==> src/rtl/fetch_pkg.sv <==
// Shared widths, constants and the F/D pipeline register layout for the fetch stage.
package fetch_pkg;

   localparam int unsigned XLEN        = 32;
   localparam int unsigned INSTR_BYTES = 4;

   localparam logic [XLEN-1:0] NOP_INSTR_DEFAULT = 32'h0000_0013;
   localparam logic [XLEN-1:0] RESET_PC_DEFAULT  = 32'hBFC0_0000;

   typedef struct packed {
      logic [XLEN-1:0] instr;
      logic [XLEN-1:0] pc;
      logic [XLEN-1:0] pc_plus4;
      logic            valid;
   } fd_reg_t;

   function automatic logic [XLEN-1:0] next_seq_pc(input logic [XLEN-1:0] pc);
      return pc + XLEN'(INSTR_BYTES);
   endfunction

endpackage

==> src/rtl/pc_reg.sv <==
// Program counter: redirect beats hold beats sequential increment.
// Redirect targets are forced word-aligned; misalign reports a dropped low bit.
module pc_reg
   import fetch_pkg::*;
#(
   parameter logic [XLEN-1:0] RESET_PC = RESET_PC_DEFAULT
) (
   input  logic            clk,
   input  logic            rst_n,
   input  logic            redirect,
   input  logic [XLEN-1:0] target,
   input  logic            hold,
   output logic [XLEN-1:0] pc,
   output logic            misalign
);

   assign misalign = redirect & (target[1:0] != 2'b00);

   always_ff @(posedge clk) begin
      if (!rst_n) begin
         pc <= RESET_PC;
      end else if (redirect) begin
         pc <= {target[XLEN-1:2], 2'b00};
      end else if (!hold) begin
         pc <= next_seq_pc(pc);
      end
   end

endmodule

==> src/rtl/fetch_stage.sv <==
// Pipeline front end: owns the PC, addresses the ROM and fills the F/D register.
// Also keeps a sticky misaligned-redirect flag and a count of valid F/D loads.
module fetch_stage
   import fetch_pkg::*;
#(
   parameter logic [XLEN-1:0] RESET_PC  = RESET_PC_DEFAULT,
   parameter logic [XLEN-1:0] NOP_INSTR = NOP_INSTR_DEFAULT
) (
   input  logic            clk,
   input  logic            rst_n,
   output logic [XLEN-1:0] F_addr,
   input  logic [XLEN-1:0] F_instr,
   input  logic            stall_F,
   input  logic            stall_D,
   input  logic            flush_D,
   input  logic            redirect_E,
   input  logic [XLEN-1:0] E_target,
   output logic [XLEN-1:0] D_instr,
   output logic [XLEN-1:0] D_pc,
   output logic [XLEN-1:0] D_pc_plus4,
   output logic            D_valid,
   output logic            misalign_err,
   output logic [XLEN-1:0] fetch_count
);

   logic [XLEN-1:0] pc_F;
   logic            hold_F;
   logic            target_misaligned;
   fd_reg_t         fd_q;

   // A held F/D register must also hold the PC or the instruction in F is lost.
   assign hold_F = stall_F | stall_D;

   pc_reg #(
      .RESET_PC (RESET_PC)
   ) u_pc_reg (
      .clk      (clk),
      .rst_n    (rst_n),
      .redirect (redirect_E),
      .target   (E_target),
      .hold     (hold_F),
      .pc       (pc_F),
      .misalign (target_misaligned)
   );

   always_ff @(posedge clk) begin
      if (!rst_n) begin
         fd_q.instr    <= NOP_INSTR;
         fd_q.pc       <= '0;
         fd_q.pc_plus4 <= '0;
         fd_q.valid    <= 1'b0;
         misalign_err  <= 1'b0;
         fetch_count   <= '0;
      end else begin
         if (target_misaligned) begin
            misalign_err <= 1'b1;
         end
         // The squashed slot still records its PC so a bubble can be traced.
         if (flush_D || redirect_E) begin
            fd_q.instr    <= NOP_INSTR;
            fd_q.pc       <= pc_F;
            fd_q.pc_plus4 <= next_seq_pc(pc_F);
            fd_q.valid    <= 1'b0;
         end else if (!stall_D) begin
            fd_q.instr    <= F_instr;
            fd_q.pc       <= pc_F;
            fd_q.pc_plus4 <= next_seq_pc(pc_F);
            fd_q.valid    <= 1'b1;
            fetch_count   <= fetch_count + 1'b1;
         end
      end
   end

   assign F_addr     = pc_F;
   assign D_instr    = fd_q.instr;
   assign D_pc       = fd_q.pc;
   assign D_pc_plus4 = fd_q.pc_plus4;
   assign D_valid    = fd_q.valid;

endmodule

==> config.mk <==
export PLATFORM = sky130hd
export DESIGN_NAME = fetch_stage
export DESIGN_NICKNAME = d
export VERILOG_FILES = /design/src/rtl/fetch_pkg.sv /design/src/rtl/pc_reg.sv /design/src/rtl/fetch_stage.sv
export SDC_FILE = /design/constraint.sdc
export NUM_CORES = 1
export LEC_CHECK = 0
export CORE_ASPECT_RATIO = 1.5
export CORE_MARGIN = 2
export CORE_UTILIZATION = 35
export CTS_CLUSTER_DIAMETER = 60
export DETAILED_ROUTE_END_ITERATION = 7
export GPL_TIMING_DRIVEN = 1
export PLACE_DENSITY = 0.65
export SLEW_MARGIN = 20
export SYNTH_ARGS = -nofsm -noshare
export SYNTH_HDL_FRONTEND = slang
export SYNTH_SLANG_ARGS = --single-unit
==> constraint.sdc <==
create_clock -name clk -period 2.21 [get_ports clk]
set_input_delay 0.221 -clock clk [delete_from_list [all_inputs] [get_ports clk]]
set_output_delay 0.221 -clock clk [all_outputs]
set_load 0.01 [all_outputs]
==> flow_summary_export.csv, run 1 <==
group,metric,value,unit
outcome,status,"finished, final reports clean",
pwr,p_seq_share,44.7,%
sta,rsz0062_at_grt,"no",
die,fp.dieArea,21930,sq um
global_routing,grt.overflow.total,0,
worst_setup_path,crit_fanout,22,
job,max_cap_violations,0,
pwr,comb_power_share,14.7,%
pwr,p_clk_share,40.6,%
logic_synthesis,synth_seq_area_share,43.03,%
clock_tree,postCtsHoldBufs,0,
routing,wl_per_cell,17.34,um
global_routing,grt_pass1_wl,37.16,mm
sta,fin_crit,2.039,ns
logic_synthesis,synth_area_leaders,"dfxtp_1 (43%), mux2i_1 (5.8%), nand2_1 (5.1%), a21oi_1 (3.8%), nor2_1 (3.8%)",
logic_synthesis,synth_top_cell_area_share,43.03,%
clock_tree,clk_latency,0.43,ns
sta,finalSetupViolCount,0,
sta,relSlewSlack,61.48,%
clock_tree,postCtsSetupRepairBufs,0,
logic_synthesis,netlist_instances,853,
worst_setup_path,criticalPathCategory,"register to register",
logic_synthesis,synth_most_common_cell,"dfxtp_1",
sta,min_period_over_period,92.25,%
pwr,p_switching,1.830,mW
logic_synthesis,synth_area,7257,sq um
sta,tightestPinTransition,0.5778,ns
cells_and_area,drive_above_1_share,9.607,%
worst_setup_path,rr_worst_depth,5,
clock_tree,clock-sinks,156,
clock_tree,cts_buffers,17,
cells_and_area,n_antenna_cell,0,
sta,fmax,490.5,MHz
pwr,p_int,4.897,mW
clock_tree,cts_tree,"built",
sta,tns,0,ns
logic_synthesis,synth-main-ff-cell,"dfxtp_1",
logic_synthesis,ys_ff_latch,156,
logic_synthesis,ys_types,48,
worst_setup_path,end_kind,"register",
routing,dr.first_iter.drc_count,430,
routing,drc,0,
clock_tree,post_cts_resized,0,
die,io_pins,232,
min_path,hold_path_class,"input port to register",
die,dieWidth,121.6,um
clock_tree,clockRootBuffer,"clkbuf_16",
logic_synthesis,synth_edf_count,0,
pwr,p_leak,3.765,nW
min_path,min_from,"stall_D",
logic_synthesis,avgSynthCellArea,8.508,sq um
place,dp_cells,1325,
routing,firstDrtPassIters,5,
min_path,min_path_cells,3,
place,place_congestion,0.8480,
global_routing,first_global_vias,6620,
pwr,swShare,27.21,%
die,core,20340,sq um
worst_setup_path,cp.arrival,2.37,ns
die,core.rowCount,64,
pwr,peakVddDrop,0.4012,mV
routing,ant_nets,0,
clock_tree,cts_buffer_depth,2,
sta,finalHoldViolations,0,
logic_synthesis,synth_common_cells,"dfxtp_1 (156), nand2_1 (98), nor2_1 (73)",
worst_setup_path,critPathLaunchType,"register",
logic_synthesis,synth_largest_area_cell,"dfxtp_1",
cells_and_area,nets,1152,
worst_setup_path,r2r_setup_slack,0.17,ns
global_routing,antenna_found_initial,0,
worst_setup_path,cp.required,2.54,ns
global_routing,grt_max_degree,69,
global_routing,track_usage,21.51,%
place,portBuffers,225,
sta,slew_violations,0,
clock_tree,clk_pin_slew,0.07,ns
place,dpl.hpwl,16.85,mm
pwr,power_density,640.0,nW/um^2
clock_tree,h-tree-depth,4,
cells_and_area,finalNonFillerCells,1357,
logic_synthesis,ys_async_sr_fraction,0,%
worst_setup_path,worstReg2RegStart,"u_pc_reg.pc[2]",
die,die_y,180.4,um
die,initial_core_util,35.68,%
routing,wirelength,23.54,mm
worst_setup_path,r2r_end,"D_pc_plus4[30]",
logic_synthesis,yosys_warnings,0,
routing,vias,7140,
routing,routed_via_density,5.262,
cells_and_area,area_growth,44.84,%
min_path,hold_end,"D_instr[1]",
sta,fin_skew,0.01382,ns
==> per-layer routing <==
metal	vias to the layer above	global-route usage, %	routed length, um	part of all wire (%)
met5	-	0	0	0
met4	0	8.644	729	3.1
met3	34	4.525	1193	5.1
met2	206	36.22	11850	50
met1	3363	26.53	9761	41
li1	3537	-	-	-
==> area by class of cell <==
class                           count  area, sq um
Clock inverter                     14        110.1
Inverter                           16        61.31
Timing Repair Buffer              284         2735
Multi-Input combinational cell    605         3722
Clock buffer                       18        429.2
Tap cell                          264        330.3
Fill cell                        1938         9828
Sequential cell                   156         3123
==> stage by stage <==
step / setup slack, ns / util, % / hold WS (ns) / instance area (sq um) / total power [mW]
after floorplan: 0.2442 / - / 0.3632 / 7276 / 3.509
after global placement: 0.1943 / 49.03 / 0.4326 / 9972 / 4.053
after detailed placement: 0.1261 / 49.03 / 0.4409 / 9972 / 4.060
after CTS: 0.1849 / 51.68 / 0.2261 / 10510 / 6.808
after global routing: 0.0005826 / 51.68 / 0.2391 / 10510 / 6.999
final: 0.1714 / 51.68 / 0.2355 / 10510 / 6.727
==> placed cells by master, fill, tap and decap left out, types with 8 or more instances in the layout <==
| master | Yosys | layout |
|---|---|---|
| a211oi_1 | 15 | 15 |
| a21oi_1 | 55 | 55 |
| a311oi_1 | 8 | 8 |
| a31oi_1 | 16 | 16 |
| and2_1 | 8 | 8 |
| and4_1 | 13 | 13 |
| buf_4 | 9 | 55 |
| clkbuf_16 | 0 | 17 |
| clkdlybuf4s50_1 | 0 | 223 |
| dfxtp_1 | 156 | 156 |
| inv_1 | 15 | 14 |
| mux2i_1 | 42 | 42 |
| nand2_1 | 98 | 97 |
| nand2b_1 | 8 | 8 |
| nand3_1 | 29 | 29 |
| nand4_1 | 24 | 24 |
| nor2_1 | 73 | 73 |
| nor3_1 | 14 | 14 |
| nor4_1 | 18 | 18 |
| o21ai_0 | 40 | 40 |
| o311a_1 | 8 | 8 |
| o31ai_1 | 20 | 20 |
| or3_1 | 16 | 16 |
| or4_1 | 26 | 26 |
| xnor2_1 | 23 | 23 |
| xor2_1 | 10 | 10 |
==> worst max-delay path by stage <==
stage / start / end / slack, ns / cells after the start
after CTS: u_pc_reg.pc[2] / D_pc_plus4[30] / 0.18 / 5
after global routing: u_pc_reg.pc[2] / D_pc_plus4[30] / 0.0006 / 5
final: u_pc_reg.pc[2] / D_pc_plus4[30] / 0.17 / 5
after floorplan: u_pc_reg.pc[2] / u_pc_reg.pc[18] / 0.24 / 6
after detailed placement: flush_D / fetch_count[20] / 0.13 / 5
after global placement: flush_D / fetch_count[18] / 0.19 / 5
==> power groups by stage <==
stage	sequential, mW	clock [mW]	combinational, mW
CTS	3.01	2.80	0.994
finish	3.01	2.73	0.986
floorplan	3.13	0	0.377
global placement	3.07	0	0.984
global route	3.02	2.91	1.07
detailed placement	3.07	0	0.989
==> cells by family (layout without fill, tap and decap cells) <==
| family | Yosys count | count (layout) | synth area share [%] |
|---|---|---|---|
| xor gates and xnor gates | 33 | 33 | 3.983 |
| DFF | 156 | 156 | 43.03 |
| other | 1 | 6 | 0.05167 |
| AOI/OAI and AO/OA | 177 | 177 | 15.45 |
| buffers and inverters | 97 | 332 | 6.034 |
| adders and majority gates | 2 | 2 | 0.3448 |
| and+or+nand+nor | 345 | 345 | 25.31 |
| muxes | 42 | 42 | 5.793 |
==> critical path, stage by stage (launching register included) <==
cell and delay [ns]:
dfxtp_1 0.40, ha_1 0.18, and4_1 0.28, nand4_4 0.29, or4_1 0.54, a311oi_1 0.25
No activity file was read; power rests on OpenSTA's default activity.
==> run 2, diff against run 1 <==
- CTS_CLUSTER_SIZE: default -> 14
- PLACE_DENSITY: 0.65 -> default
- SYNTH_HIERARCHICAL: default -> 1
==> run 2 against run 1 <==
Compared with the run above: sequential share of layout area down 0.69 points; fmax about the same; register-to-register slack about the same; global-route usage grew 0.42 points; sequential cell count up 2; largest cell class unchanged.
==> flow_summary_export.csv, run 2 <==
group,metric,value,unit
outcome,status,"finished, final reports clean",
place,dpl.hpwl,17.66,mm
worst_setup_path,crit_path_start,"u_pc_reg/pc[2]",
sta,finalSetupViolCount,0,
die,core,20420,sq um
cells_and_area,mostFrequentLayoutCell,"clkdlybuf4s50_1",
worst_setup_path,r2r_setup_slack,0.17,ns
global_routing,grt_pass1_wl,37.74,mm
clock_tree,cts_buffer_depth,2,
worst_setup_path,crit_chain,"ha_1 -> and3_1 -> nand4_1 -> or4_1 -> a31oi_1",
routing,vias,7333,
sta,fmax,490.4,MHz
worst_setup_path,r2r_end,"D_pc_plus4[28]",
routing,wirelength,24.01,mm
die,io_pins,232,
worst_setup_path,critPathLaunchType,"register",
worst_setup_path,cp.arrival,2.40,ns
logic_synthesis,synth-main-ff-cell,"dfxtp_1",
pwr,peakVddDrop,0.5045,mV
routing,drc,0,
sta,slew_violations,0,
clock_tree,postCtsSetupRepairBufs,0,
job,max_cap_violations,0,
logic_synthesis,ys_async_sr_fraction,0,%
logic_synthesis,synth_seq_area_share,43.51,%
min_path,hold_path_class,"input port to register",
place,place_congestion,0.8973,
die,fp.dieArea,21960,sq um
pwr,p_leak,4.042,nW
sta,fin_skew,0.008165,ns
cells_and_area,final_cell_mix,"clkdlybuf4s50_1 (227), dfxtp_1 (158), nand2_1 (107)",
global_routing,first_global_vias,7011,
worst_setup_path,end_kind,"register",
logic_synthesis,synth_most_common_cell,"dfxtp_1",
sta,finalHoldViolations,0,
logic_synthesis,ys_types,50,
clock_tree,h-tree-depth,4,
cells_and_area,fillCellCount,1958,
logic_synthesis,avgSynthCellArea,8.463,sq um
sta,fin_crit,2.039,ns
cells_and_area,fin_area,10900,sq um
pwr,total_power,7.489,mW
logic_synthesis,netlist_instances,859,
logic_synthesis,yosys_warnings,6,
worst_setup_path,crit_fanout,8,
cells_and_area,nets,1189,
clock_tree,cts_buffers,17,
sta,relSlewSlack,44.71,%
routing,wl_per_cell,17.22,um
routing,firstDrtPassIters,5,
die,die_y,180.5,um
die,core.rowCount,64,
logic_synthesis,synth_edf_count,0,
global_routing,track_usage,21.93,%
worst_setup_path,criticalPathCategory,"register to register",
pwr,power_density,687.2,nW/um^2
place,portBuffers,229,
routing,dr.first_iter.drc_count,470,
clock_tree,cts_tree,"built",
logic_synthesis,ys_ff_latch,158,
worst_setup_path,rr_worst_depth,5,
global_routing,antenna_found_initial,1,
clock_tree,clk_pin_slew,0.06,ns
clock_tree,clk_latency,0.43,ns
cells_and_area,seqCellArea,3163,sq um
routing,routed_via_density,5.260,
die,dieWidth,121.7,um
cells_and_area,multi_input_area,3779,sq um
clock_tree,clockRootBuffer,"clkbuf_16",
worst_setup_path,worstReg2RegStart,"u_pc_reg/pc[2]",
logic_synthesis,synth_area,7269,sq um
worst_setup_path,cp.required,2.57,ns
global_routing,grt.overflow.total,0,
die,initial_core_util,35.60,%
worst_setup_path,endpoint,"D_pc_plus4[28]",
place,placed_area,10200,sq um
logic_synthesis,synth_top_cell_area_share,43.51,%
sta,tightestPinTransition,0.8285,ns
clock_tree,clock-sinks,158,
sta,rsz0062_at_grt,"no",
logic_synthesis,synth_largest_area_cell,"dfxtp_1",
routing,ant_nets,0,
logic_synthesis,synth_area_leaders,"dfxtp_1 (44%), nand2_1 (5.6%), mux2i_1 (5.1%), a21oi_1 (4.3%), or4_1 (3.1%)",
global_routing,grt_max_degree,46,
logic_synthesis,synth_common_cells,"dfxtp_1 (158), nand2_1 (108), a21oi_1 (63)",
worst_setup_path,cpPeakStageDelay,0.55,ns
cells_and_area,area_growth,49.91,%
sta,min_period_over_period,92.27,%
worst_setup_path,cpMaxStageDelayCell,"or4_1",
cells_and_area,drive_above_1_share,10.63,%
run 2: cell count changes in the layout (fill, tap and decap cells not counted), sizes merged, moves of 6 or more:
cell	delta
bufinv	+6
xor2	+8
buf	+13
a21oi	+8
o31ai	+7
nor3	-6
a211oi	-7
nor2	-14
nand2	+11
and3	+9
xnor2	-7
nand3	+14
run 2: worst min path at each step:
stage,from,cells past startpoint,end
after detailed placement,D_valid,2,D_valid
after CTS,rst_n,3,u_pc_reg/pc[20]
final,rst_n,3,u_pc_reg/pc[20]
after global routing,rst_n,3,u_pc_reg/pc[20]
after floorplan,E_target[25],1,u_pc_reg/pc[25]
after global placement,D_valid,2,D_valid
run 2: per-stage QoR:
step / TNS (ns) / utilization (%) / hold slack (ns) / worst slack, ns / instances
after floorplan: 0 / - / 0.3496 / 0.002987 / 860
after global placement: -7.279 / 49.93 / 0.4321 / -0.2613 / 1361
after detailed placement: -2.049 / 49.96 / 0.4373 / -0.2318 / 1361
after CTS: 0 / 53.34 / 0.2379 / 0.1483 / 1393
after global routing: 0 / 53.37 / 0.2862 / 0.004682 / 1394
final: 0 / 53.37 / 0.2666 / 0.1708 / 1394
run 2: repair_timing:
item	4_1_cts	5_1_grt
setup endpoints to repair	0	1
hold buffers	0	0
gates resized for setup	0	1
run 2: cells by family after synthesis:
group,after synthesis,share of synthesized area (%)
compound gates,189,16.30
xor+xnor,34,4.096
fa+ha+maj,3,0.5164
buf+inv,80,4.802
flops,158,43.51
mux,37,5.095
other cells,1,0.05159
simple gates,357,25.63
run 2: where the power goes:
group | leakage [nW] | internal (mW) | switching (mW)
logic | 2.41 | 0.516 | 0.453
registers | 1.30 | 2.97 | 0.103
clock network | 0.336 | 2.24 | 1.21
total | 4.04 | 5.72 | 1.76
run 2: final cells by class:
type / instances / share of cell area, %
multi-input cells: 622 / 34.67
clock buffers: 22 / 4.443
clock inverters: 10 / 1.894
inverters: 16 / 0.5511
well taps: 264 / 3.031
flip-flops and latches: 158 / 29.02
diodes: 1 / 0.02296
repair buffers: 301 / 26.36
run 2: worst max-delay path: cells and delay by family (launching register included):
| family | cells | cell delay, ns |
|---|---|---|
| and+or+nand+nor | 3 | 1.04 |
| adders and majority gates | 1 | 0.26 |
| DFF | 1 | 0.48 |
| AOI/OAI and AO/OA | 1 | 0.18 |
run 2: routing by layer:
| layer | up-vias | track usage (%) | share of wire (%) |
|---|---|---|---|
| met5 | - | 0 | 0 |
| met4 | 0 | 8.874 | 2.8 |
| met3 | 39 | 4.146 | 4.0 |
| met2 | 211 | 40.11 | 53 |
| met1 | 3438 | 24.52 | 40 |
| li1 | 3645 | - | - |
==> run 3, diff against run 2 <==
- clock period: 2.21 -> 2.3 ns (I/O delays scaled with it)
==> run 3 against run 2 <==
Compared with the run above: first-iteration DRC count up 11%; clock-buffer cell count is 1 higher; hold slack gained 0.017 ns.
==> flow_summary_export.csv, run 3 (synthesis gave the netlist of run 2 again) <==
group,metric,value,unit
worst_setup_path,crit_fanout,18,
sta,relSlewSlack,62.82,%
cells_and_area,nets,1176,
job,max_cap_violations,0,
place,dpl.hpwl,17.73,mm
global_routing,grt.overflow.total,0,
global_routing,first_global_vias,6734,
sta,slew_violations,0,
routing,firstDrtPassIters,7,
die,initial_core_util,35.60,%
sta,hold_ws,0.2832,ns
place,dp_slack,-0.2263,ns
global_routing,track_usage,22.01,%
clock_tree,cts_tree,"built",
clock_tree,cts_buffers,17,
sta,tightestPinTransition,0.5577,ns
pwr,power_density,624.6,nW/um^2
worst_setup_path,path_buf_inv,1,
worst_setup_path,crit_chain,"clkdlybuf4s50_1 -> or3_1 -> or4_4 -> or4_1 -> a21oi_1",
worst_setup_path,critPathLaunchType,"input port",
worst_setup_path,critPathTopFamily,"simple AND/OR/NAND/NOR gates",
place,dp_cells,1348,
global_routing,grt_max_degree,65,
sta,timing.final.ws_setup,0.2255,ns
routing,wirelength,24.48,mm
cells_and_area,drive_above_1_share,9.498,%
clock_tree,clk_latency,0.43,ns
sta,rsz0062_at_grt,"no",
worst_setup_path,cpMaxStageDelayCell,"or4_4",
worst_setup_path,r2r_setup_slack,0.29,ns
pwr,peakVddDrop,0.5370,mV
outcome,status,"finished, final reports clean",
clock_tree,cts_buffer_depth,2,
worst_setup_path,cp.required,2.66,ns
worst_setup_path,cp.arrival,2.43,ns
clock_tree,clk_pin_slew,0.06,ns
global_routing,antenna_found_initial,1,
worst_setup_path,criticalPathCategory,"input port to register",
routing,dr.first_iter.drc_count,523,
sta,finalHoldViolations,0,
cells_and_area,final_util,52.37,%
cells_and_area,area_growth,47.11,%
die,io_pins,232,
clock_tree,postCtsHoldBufs,0,
cells_and_area,finalNonFillerCells,1381,
routing,vias,7312,
cells_and_area,fillCellCount,1949,
die,fp.dieArea,21960,sq um
sta,min_period_over_period,90.19,%
sta,fmax,482.0,MHz
place,place_congestion,0.8164,
sta,fin_skew,0.008028,ns
clock_tree,h-tree-depth,4,
routing,drc,0,
clock_tree,clockRootBuffer,"clkbuf_16",
min_path,hold_path_class,"input port to register",
cells_and_area,mostFrequentLayoutCell,"clkdlybuf4s50_1",
routing,routed_via_density,5.295,
pwr,p_leak,3.923,nW
die,core,20420,sq um
worst_setup_path,cpPeakStageDelay,0.67,ns
die,die_y,180.5,um
global_routing,grt_pass1_wl,37.33,mm
die,dieWidth,121.7,um
clock_tree,clock-sinks,158,
clock_tree,post_cts_resized,0,
worst_setup_path,end_kind,"register",
sta,finalSetupViolCount,0,
routing,wl_per_cell,17.73,um
place,portBuffers,229,
die,core.rowCount,64,
clock_tree,postCtsSetupRepairBufs,0,
cells_and_area,final_cell_mix,"clkdlybuf4s50_1 (227), dfxtp_1 (158), nand2_1 (107)",
sta,fin_crit,2.074,ns
routing,ant_nets,0,
==> run 3: cell count changes in the layout (fill, tap and decap cells not counted) <==
cell,before,now
buf_12,4,5
buf_4,68,54
bufinv_16,6,1
clkbuf_8,4,5
clkinv_2,2,4
clkinv_4,1,3
nor3b_2,0,1
nor3b_4,1,0
or4_1,29,30
or4_4,2,1
==> run 3: layout make-up <==
cell class,count,area (sq um),area share [%]
diodes,1,2.502,0.02340
clock buffers,23,498.0,4.657
clock inverters,9,83.83,0.7839
inverters,16,60.06,0.5616
multi-input cells,622,3769,35.24
flip-flops and latches,158,3163,29.58
well taps,264,330.3,3.089
repair buffers,288,2788,26.07
==> run 3: worst paths after layout <==
kind             startpoint              end  cells after the start
min reg2reg        D_pc[25]         D_pc[25]                      2
max              redirect_E  fetch_count[24]                      5
min                   rst_n  u_pc_reg/pc[20]                      3
max reg2reg  fetch_count[0]  fetch_count[24]                      5
==> run 3: per-layer routing <==
metal	up-vias	share of wire, %	global-route usage [%]
met5	-	0	0
met4	0	2.5	9.011
met3	41	4.9	3.544
met2	244	53	40.00
met1	3404	39	25.18
li1	3623	-	-
==> run 3: metrics by stage <==
stage,cell area (sq um),power [mW],TNS (ns)
global route,10690,6.927,0
finish,10690,6.680,0
global placement,10110,3.953,-1.421
detailed placement,10110,3.960,-1.834
CTS,10690,6.753,0
floorplan,7283,3.396,0
==> run 3: tightest hold or removal path, cell delays in order <==
cell	delay [ns]
buf_2	0.24
o21ai_0	0.14
a31oi_1	0.05
==> run 3: power by group <==
part | switching [mW] | total (mW) | internal [mW]
sequential | 0.0969 | 2.95 | 2.86
combinational | 0.452 | 0.946 | 0.494
clock | 1.15 | 2.78 | 1.63
total | 1.70 | 6.68 | 4.98
